$ cat config.mk
export PLATFORM = sky130hd
export DESIGN_NAME = rob_param
export DESIGN_NICKNAME = d
export VERILOG_FILES = /design/src/rtl/rob_param.sv
export SDC_FILE = /design/constraint.sdc
export NUM_CORES = 2
export LEC_CHECK = 0
export BUFFER_PORTS_ARGS = -buffer_cell sky130_fd_sc_hd__buf_2
export CORE_MARGIN = 1.5
export CORE_UTILIZATION = 55
export CTS_CLUSTER_SIZE = 20
export DETAILED_ROUTE_END_ITERATION = 7
export GPL_TIMING_DRIVEN = 0
export HOLD_SLACK_MARGIN = 0.15
export PLACE_DENSITY = 0.72
export SLEW_MARGIN = 20
export SYNTH_ARGS = -nofsm -noshare
export SYNTH_HDL_FRONTEND = slang
export SYNTH_SLANG_ARGS = --single-unit
$ cat constraint.sdc
create_clock -name clk -period 8.64 [get_ports clk]
set_input_delay 1.296 -clock clk [delete_from_list [all_inputs] [get_ports clk]]
set_output_delay 1.296 -clock clk [all_outputs]
set_load 0.01 [all_outputs]
$ cat src/rtl/rob_param.sv
// rob_param: parametrised reorder buffer, in-order single commit per cycle.
// Ports: dispatch alloc/query, NUM_CDB writeback ports, regfile/predictor/LSB commit, rollback.
module rob_param #(
    parameter int ROB_DEPTH = 16,
    parameter int NUM_CDB   = 2,
    parameter int OPTYPE_W  = 6,
    // store optype range, mirrors OPTYPE_SB..OPTYPE_SW in const.v
    parameter int OPTYPE_SB = 22,
    parameter int OPTYPE_SW = 24,
    localparam int IDX_W = $clog2(ROB_DEPTH),
    localparam int TAG_W = IDX_W + 1
) (
    input  logic                    clk,
    input  logic                    rst,
    input  logic                    rdy,
    output logic                    rob_full,
    output logic                    rollback_signal,
    output logic [31:0]             rollback_pc,
    output logic                    ena_pred,
    output logic                    predict_res,
    output logic [31:0]             commit_pc_2pred,
    input  logic                    instr_rdy_from_dsp,
    input  logic [31:0]             pc_from_dsp,
    input  logic [4:0]              instr_rd_from_dsp,
    input  logic                    is_jump_from_dsp,
    input  logic                    jumpRecord_from_dsp,
    input  logic [OPTYPE_W-1:0]     optype_from_dsp,
    output logic [TAG_W-1:0]        renameid_2dsp,
    input  logic [TAG_W-1:0]        Qi_query_from_dsp,
    input  logic [TAG_W-1:0]        Qj_query_from_dsp,
    output logic                    rob_Qi_rdy,
    output logic                    rob_Qj_rdy,
    output logic [31:0]             Vi_2dsp,
    output logic [31:0]             Vj_2dsp,
    input  logic [NUM_CDB-1:0]      cdb_valid,
    input  logic [NUM_CDB*TAG_W-1:0] cdb_tag,
    input  logic [NUM_CDB*32-1:0]   cdb_val,
    input  logic [NUM_CDB-1:0]      cdb_jump_res,
    input  logic [NUM_CDB*32-1:0]   cdb_jump_pc,
    output logic                    store_prepared_to_commit,
    output logic                    store_commit,
    output logic                    res_rdy_2reg,
    output logic [31:0]             res_2reg,
    output logic [4:0]              regidx_2regfile,
    output logic [TAG_W-1:0]        reg_alias
);

    logic [IDX_W-1:0]    head, tail;
    logic [TAG_W-1:0]    count;
    logic [ROB_DEPTH-1:0] ready, is_jump, jump_record, jump_result;
    logic [OPTYPE_W-1:0] optype [ROB_DEPTH];
    logic [31:0]         pc [ROB_DEPTH];
    logic [31:0]         val [ROB_DEPTH];
    logic [31:0]         jump_taken_pc [ROB_DEPTH];
    logic [4:0]          rd [ROB_DEPTH];

    logic                do_commit, do_alloc;
    logic [NUM_CDB-1:0]  wb_en;
    logic [IDX_W-1:0]    wb_idx [NUM_CDB];

    function automatic logic is_store(input logic [OPTYPE_W-1:0] op);
        return (op >= OPTYPE_W'(OPTYPE_SB)) && (op <= OPTYPE_W'(OPTYPE_SW));
    endfunction

    // {ready, value}; later CDB ports override earlier ones and the stored copy
    function automatic logic [32:0] lookup(input logic [TAG_W-1:0] q);
        logic [32:0] r;
        r = '0;
        if (q != '0) begin
            r = {ready[IDX_W'(q - TAG_W'(1))], val[IDX_W'(q - TAG_W'(1))]};
            for (int k = 0; k < NUM_CDB; k++) begin
                if (cdb_valid[k] && cdb_tag[k*TAG_W +: TAG_W] == q)
                    r = {1'b1, cdb_val[k*32 +: 32]};
            end
        end
        return r;
    endfunction

    assign {rob_Qi_rdy, Vi_2dsp} = lookup(Qi_query_from_dsp);
    assign {rob_Qj_rdy, Vj_2dsp} = lookup(Qj_query_from_dsp);

    assign rob_full      = (count == TAG_W'(ROB_DEPTH));
    assign renameid_2dsp = {1'b0, tail} + TAG_W'(1);
    assign store_prepared_to_commit = (count != '0) && is_store(optype[head]);
    assign do_commit     = (count != '0) && ready[head];
    assign do_alloc      = instr_rdy_from_dsp && !rob_full;

    always_comb begin
        for (int k = 0; k < NUM_CDB; k++) begin
            wb_en[k]  = cdb_valid[k] && (cdb_tag[k*TAG_W +: TAG_W] != '0);
            wb_idx[k] = IDX_W'(cdb_tag[k*TAG_W +: TAG_W] - TAG_W'(1));
        end
    end

    always_ff @(posedge clk) begin
        if (rst) begin
            head            <= '0;
            tail            <= '0;
            count           <= '0;
            ready           <= '0;
            rollback_signal <= 1'b0;
            rollback_pc     <= '0;
            ena_pred        <= 1'b0;
            predict_res     <= 1'b0;
            commit_pc_2pred <= '0;
            store_commit    <= 1'b0;
            res_rdy_2reg    <= 1'b0;
            res_2reg        <= '0;
            regidx_2regfile <= '0;
            reg_alias       <= '0;
        end else if (rollback_signal) begin
            head            <= '0;
            tail            <= '0;
            count           <= '0;
            ready           <= '0;
            rollback_signal <= 1'b0;
            ena_pred        <= 1'b0;
            store_commit    <= 1'b0;
            res_rdy_2reg    <= 1'b0;
        end else if (rdy) begin
            ena_pred     <= 1'b0;
            store_commit <= 1'b0;
            res_rdy_2reg <= 1'b0;
            if (do_commit) begin
                ready[head] <= 1'b0;
                head        <= head + IDX_W'(1);
                if (rd[head] != 5'd0) begin
                    res_rdy_2reg    <= 1'b1;
                    res_2reg        <= val[head];
                    regidx_2regfile <= rd[head];
                    reg_alias       <= {1'b0, head} + TAG_W'(1);
                end
                if (is_store(optype[head]))
                    store_commit <= 1'b1;
                if (is_jump[head]) begin
                    ena_pred        <= 1'b1;
                    commit_pc_2pred <= pc[head];
                    predict_res     <= (jump_record[head] == jump_result[head]);
                    if (jump_record[head] != jump_result[head]) begin
                        rollback_signal <= 1'b1;
                        rollback_pc     <= jump_result[head] ? jump_taken_pc[head]
                                                             : pc[head] + 32'd4;
                    end
                end
            end
            for (int k = 0; k < NUM_CDB; k++) begin
                if (wb_en[k]) begin
                    ready[wb_idx[k]]         <= 1'b1;
                    val[wb_idx[k]]           <= cdb_val[k*32 +: 32];
                    jump_result[wb_idx[k]]   <= cdb_jump_res[k];
                    jump_taken_pc[wb_idx[k]] <= cdb_jump_pc[k*32 +: 32];
                end
            end
            if (do_alloc) begin
                ready[tail]       <= 1'b0;
                is_jump[tail]     <= is_jump_from_dsp;
                jump_record[tail] <= jumpRecord_from_dsp;
                optype[tail]      <= optype_from_dsp;
                pc[tail]          <= pc_from_dsp;
                rd[tail]          <= instr_rd_from_dsp;
                tail              <= tail + IDX_W'(1);
            end
            if (do_alloc && !do_commit)
                count <= count + TAG_W'(1);
            else if (!do_alloc && do_commit)
                count <= count - TAG_W'(1);
        end
    end

endmodule

======== Word level (Yosys, flattened, before mapping) ========
Memories as Yosys holds them, arrays and structs flattened. A register that Yosys moved wholly into a read port is not among the register bits.
Index checks and enable logic that the tools add are counted.
storage, ports and cells
  bits of input ports ..................... 201
  bits in registers ....................... 156
  output and inout port bits .............. 184
  memories kept ........................... 5
  memory bits (writable) .................. 1,712
operators by class
  mux-type cells .......................... 81
  equal/unequal tests ..................... 7
  bitwise operators ....................... 11
  order comparisons ....................... 12
  add/sub/neg operators ................... 11
  reductions and logical operators ........ 36
memories
  name           words  width  read ports  clocked after memory_dff  write ports  RTL line  RTL
  jump_taken_pc  16     32     1           1                         2            54        logic [31:0] jump_taken_pc [ROB_DEPTH];
  pc             16     32     1           1                         1            52        logic [31:0] pc [ROB_DEPTH];
  val            16     32     3           1                         2            53        logic [31:0] val [ROB_DEPTH];
  optype         16     6      1           1                         1            51        logic [OPTYPE_W-1:0] optype [ROB_DEPTH];
  rd             16     5      1           1                         1            55        logic [4:0] rd [ROB_DEPTH];
operator list
  cell                     number
  $mux W16                 18
  $mux W33                 6
  $bwmux W16               4
  $add A32 B3 Y32 const B  1
  $and A16 B16 Y16         2
  $mux W1                  32
  $mux W32                 1
  $mux W4                  8
  $not A16 Y16             2
  $or A16 B16 Y16          2
  $lt A4 B5 Y1 const B     6
  $reduce_bool A5 Y1       6
  $bmux W1 S4              6
  $eq A5 B5 Y1             4
  $demux W1 S4             4
  $ge A4 B1 Y1 const B     4
  $logic_and A1 B1 Y1      16
  $sub A4 B1 Y4 const B    4
  $reduce_and A4 Y1        3
  $add A4 B1 Y5 const B    2
  $mux W5                  2
  $add A4 B1 Y4 const B    2
  $ge A6 B5 Y1 const B     1
  $le A6 B5 Y1 const B     1
  13 further kinds         21

======== Logic depth before layout (Yosys ltp) ========
  depth in word-level cells ............... 22
  depth in mapped cells ................... 15

======== Least setup slack after synthesis ========
OpenSTA, ideal clock, no wires.
  path type ............................... in2out
  from .................................... input port Qj_query_from_dsp[0]
  to ...................................... output port Vj_2dsp[23]
  setup slack ............................. 2,707 ps
  data arrival time ....................... 4,637 ps
  stages .................................. 11
  buffers on the path ..................... 4
  path through ............................ clkbuf_1 > clkbuf_1 > clkinv_1 > ha_1 > xor2_1 > clkbuf_1 > clkbuf_1 > mux2i_1 > a211oi_1 > a21oi_1 > a211oi_1
between the ends
  word-level cells in the longest chain between the ends .. 5
RTL lines
  element                                                        RTL line  RTL
  from (decl)                                                    30        input logic [TAG_W-1:0] Qj_query_from_dsp,
  $sub A4 B1 Y4 / $eq A5 B5 Y1 (equally long branches)           70, 72
  $mem_v2 Z16 W32 / $logic_and A1 B1 Y1 (equally long branches)  --
  $mux W33 (2 in series)                                         72        if (cdb_valid[k] && cdb_tag[k*TAG_W +: TAG_W] == q)
  $mux W33 *                                                     69        if (q != '0) begin
  to (decl)                                                      34        output logic [31:0] Vj_2dsp,
Mark *: on every way between the ends. The rest lies on a longest branch, timed or not.

======== Worst setup path in the final report ========
  from .................................... input port Qj_query_from_dsp[0]
  to ...................................... output port Vj_2dsp[10]
Same word-level chain as after synthesis.

==> summary.md <==
| Metric | Value |
|---|---|
| Placer Congestion | 0.948 |
| Critical Path Start Type | input pin |
| R2r endpoint | store_commit$_SDFFE_PP0P_ |
| Lkg Pwr | approximately 36 nW |
| FF-to-FF setup slack | 3.61 ns |
| Flop and latch count out of synthesis | around 1900 |
| CP Data Required Time | 7.34 ns |
| Number of synthesized flops with an enable pin | 1760 |
| Die X | 421 um |
| Power Density | 186 nW/um2 |
| 1st-iter DRT viols | 10800 |
| Final net count | 6414 |
| Avg Cell Area, Syn | 17.5 um2 |
| Layout cell share with drive strength beyond 1 | 44.7% |
| Comb pwr share | 8.5% |
| Crit-path max FO | 10 |
| Yosys top cell area share | 55.1% |
| Period Utilization, post-route | 98.2% |
| Peak Freq | 118 MHz |
| Slew of the pin with the lowest slew margin | 1.31 ns |
| RSZ-0062 raised after global routing | false |
| Final WL | 346 mm |
| Top cells by count, synth | 1760 x edfxtp_1, 1031 x mux2_2, 783 x mux4_2, 402 x clkbuf_1, 281 x nor2_1 |
| Sequential cell area | 55700 um2 |
| Hold Vio Cnt, Final | 0 |
| Hold crit path type | reg -> reg |
| Status | finished with violations |
| Rel. slew slack | between 10% and 20% |
| YS warnings | 0 |
| Minimum clock period | 8.49 ns |
| Failing checks | DRC |
| Row cnt | roughly 150 |
| Total CTS buffers | slightly below 200 |
| Peak supply drop | 202 uV |
| Area of the multi-input gates | 38000 um2 |
| Most frequent cell after synthesis | edfxtp_1 |
| Synth cell types | 67 |
| HP Start | res_rdy_2reg$_SDFFE_PP0P_ |
| H-Tree Depth | 4 |
| Area Overhead vs Synth | 15.3% |
| Total grt overflow | 0 |
| Async set or reset register ratio after synthesis | 0% |
| Tot Pwr | ~20 mW |
| Setup violators final | 0 |
| Worst R2R Path Depth | 13 |
| P_sw | 4.85 mW |
| Die area | 177000 um2 |
| CP Capture Type | output port |
| Filler cells | 12300 |
| Number of vias per cell | 7.24 |
| Hpwl dp | 234 mm |
| Tot GR Track Use | a little under 40% |
| Number of remaining DRC errors | 1 |
| First-pass GRT wire length | 473 mm |
| Seq pwr share | 49.6% |
| Clock slew at reported path FFs | ~0.06 ns |
| Max_cap viols | 0 |
| Critical setup path kind | in -> out |
| Avg WL per Cell | 39.6 um |
| Main synth FF type | edfxtp_1 |
| Final Max Tran Viols | 0 |
| DRT Pass-1 Iters | 8 |
| CTS tree | yes |
| Port Buffer Count | 375 |
| Core Box Area | 174000 um2 |
| Synth area leaders | edfxtp_1 55%, mux4_2 18%, mux2_2 12% |
| Routed Antenna Nets | 0 |
| Post-Syn Area | 95900 um2 |
| I/O pin count | 385 |
| CP arrival | 7.19 ns |
| Clock sinks | 1904 |
| Mapped Nets | 5706 |
| Starting Density | 55.2% |
| Setup Skew | roughly 0.034 ns |
| Largest net degree at the start of global routing | 26 |
| Sw Share | a little under a quarter |
| Hold Slack | approximately 0.46 ns |
| Die Y-Extent | 421 um |
| Clock root buffer master | clkbuf_16 |
| Worst Hold Depth | 2 |
| Worst skew pair latency | 0.87 ns |
| Mapped Cells | between 5000 and 6000 |
| Sequential element share of the synthesized area | roughly 58% |
| Post-CTS Setup Inserts | 0 |
| Area leader, netlist | edfxtp_1 |
| Clock buffer depth | 3 |
| DR vias | 63300 |
| Initial antenna violation count | 75 |
| Internal | ~16 mW |
| Power share of the clock group | 41.9% |
| Vias in the first global route | 60900 |
| Worst Hold End | res_rdy_2reg$_SDFFE_PP0P_ |
[routing by layer]
metal	vias to the layer above	part of all wire (%)	wire length (um)	track usage, %
met3	1239	14	47500	12.3
met5	-	0.12	409	0
met2	5551	45	155000	57.3
li1	24100	-	-	-
met1	32300	33	116000	49.6
met4	56	7.8	27000	26.5
[flip-flops by register name, indices dropped and copies added (netlist names), named ones only]
register         flops
commit_pc_2pred     32
jump_result         16
count                5
pc                 512
rollback_pc         32
head                 4
rollback_signal      1
optype              96
rd                  80
jump_record         16
ready               16
jump_taken_pc      512
is_jump             16
tail                 4
reg_alias            5
store_commit         1
regidx_2regfile      5
res_2reg            32
val                512
res_rdy_2reg         1
ena_pred             1
predict_res          1
[worst max-delay path: stages]
cell and delay (ns):
clkbuf_1 0.60, clkbuf_2 0.48, clkinvlp_4 0.50, ha_1 0.49, clkdlybuf4s15_1 0.76, clkbuf_1 0.99
mux4_2 0.39, a211oi_1 0.09, a211oi_1 0.37, a21oi_1 0.09, a211oi_1 0.84, buf_2 0.27
[kinds of logic after synthesis]
kind of cell | count (synthesis) | share of synthesized area, %
compound gates | 385 | 2.62
buf+inv | 558 | 2.59
fa+ha+maj | 16 | 0.217
simple gates | 544 | 2.67
mux | 2022 | 33.3
xor+xnor | 60 | 0.548
flops | 1904 | 58.1
[power by group through the flow]
stage,Combinational [mW],Sequential (mW),Clock [mW]
final,1.75,10.2,8.62
after global routing,1.80,10.2,8.92
after CTS,1.68,10.2,8.58
after detailed placement,1.67,10.4,0
after global placement,1.59,10.4,0
after floorplan,0.975,10.4,0
[final cells by class]
class,instances,share of cell area [%]
Timing Repair Buffer,509,4.36
Buffer,535,2.27
Sequential cell,1904,50.4
Tap cell,2325,2.63
Clock buffer,257,4.78
Multi-Input combinational cell,3027,34.4
Clock inverter,111,1.03
Antenna cell,49,0.111
Inverter,23,0.0814
[how the worst max path moves through the flow]
stage | start | end | depth (start not counted)
after floorplan | Qj_query_from_dsp[0] | Vj_2dsp[23] | 11
after global placement | cdb_valid[0] | val[15][25]$_DFFE_PP_ | 4
after detailed placement | Qj_query_from_dsp[0] | Vj_2dsp[10] | 13
after CTS | Qj_query_from_dsp[0] | Vj_2dsp[10] | 12
after global routing | Qj_query_from_dsp[0] | Vj_2dsp[31] | 13
final | Qj_query_from_dsp[0] | Vj_2dsp[10] | 12
[through the flow]
| step | worst slack [ns] | utilization, % | cells | instance area, um2 | setup TNS [ns] |
|---|---|---|---|---|---|
| 5_1_grt | 0.399 | 63.7 | 8728 | 111000 | 0 |
| 3_5_place_dp | -0.470 | 59.9 | 8321 | 104000 | -2.62 |
| 4_1_cts | 0.103 | 63.6 | 8689 | 110000 | 0 |
| 6_report | 0.153 | 63.7 | 8740 | 111000 | 0 |
| 2_1_floorplan | 2.71 | - | 5489 | 95900 | 0 |
| 3_3_place_gp | -3.39 | 58.0 | 8189 | 101000 | -1994.33 |
[placed cells by master (no fill, tap or decap), types with 34 or more instances in the layout]
cell type / netlist / routed
a211oi_1: 142 / 140
a21oi_1: 92 / 91
buf_12: 9 / 71
buf_16: 0 / 53
buf_2: 49 / 453
clkbuf_1: 402 / 395
clkbuf_16: 0 / 198
clkbuf_2: 0 / 58
clkinv_1: 2 / 34
clkinv_2: 0 / 35
dfxtp_1: 144 / 144
diode_2: 0 / 49
edfxtp_1: 1760 / 1760
mux2_2: 1031 / 1031
mux2i_1: 173 / 173
mux4_1: 35 / 35
mux4_2: 783 / 783
nand2_1: 68 / 68
nor2_1: 281 / 240
nor2b_1: 56 / 56
o21ai_0: 70 / 70
xnor2_1: 37 / 36
[repair_timing]
action | in CTS | in global routing
gates resized for setup | 2 | 5
endpoints found under the setup margin | 10 | 6
gates cloned | 0 | 0
hold buffers | 0 | 0
endpoints found under the hold margin | 0 | 0
Power figures use the tool's default switching activity.
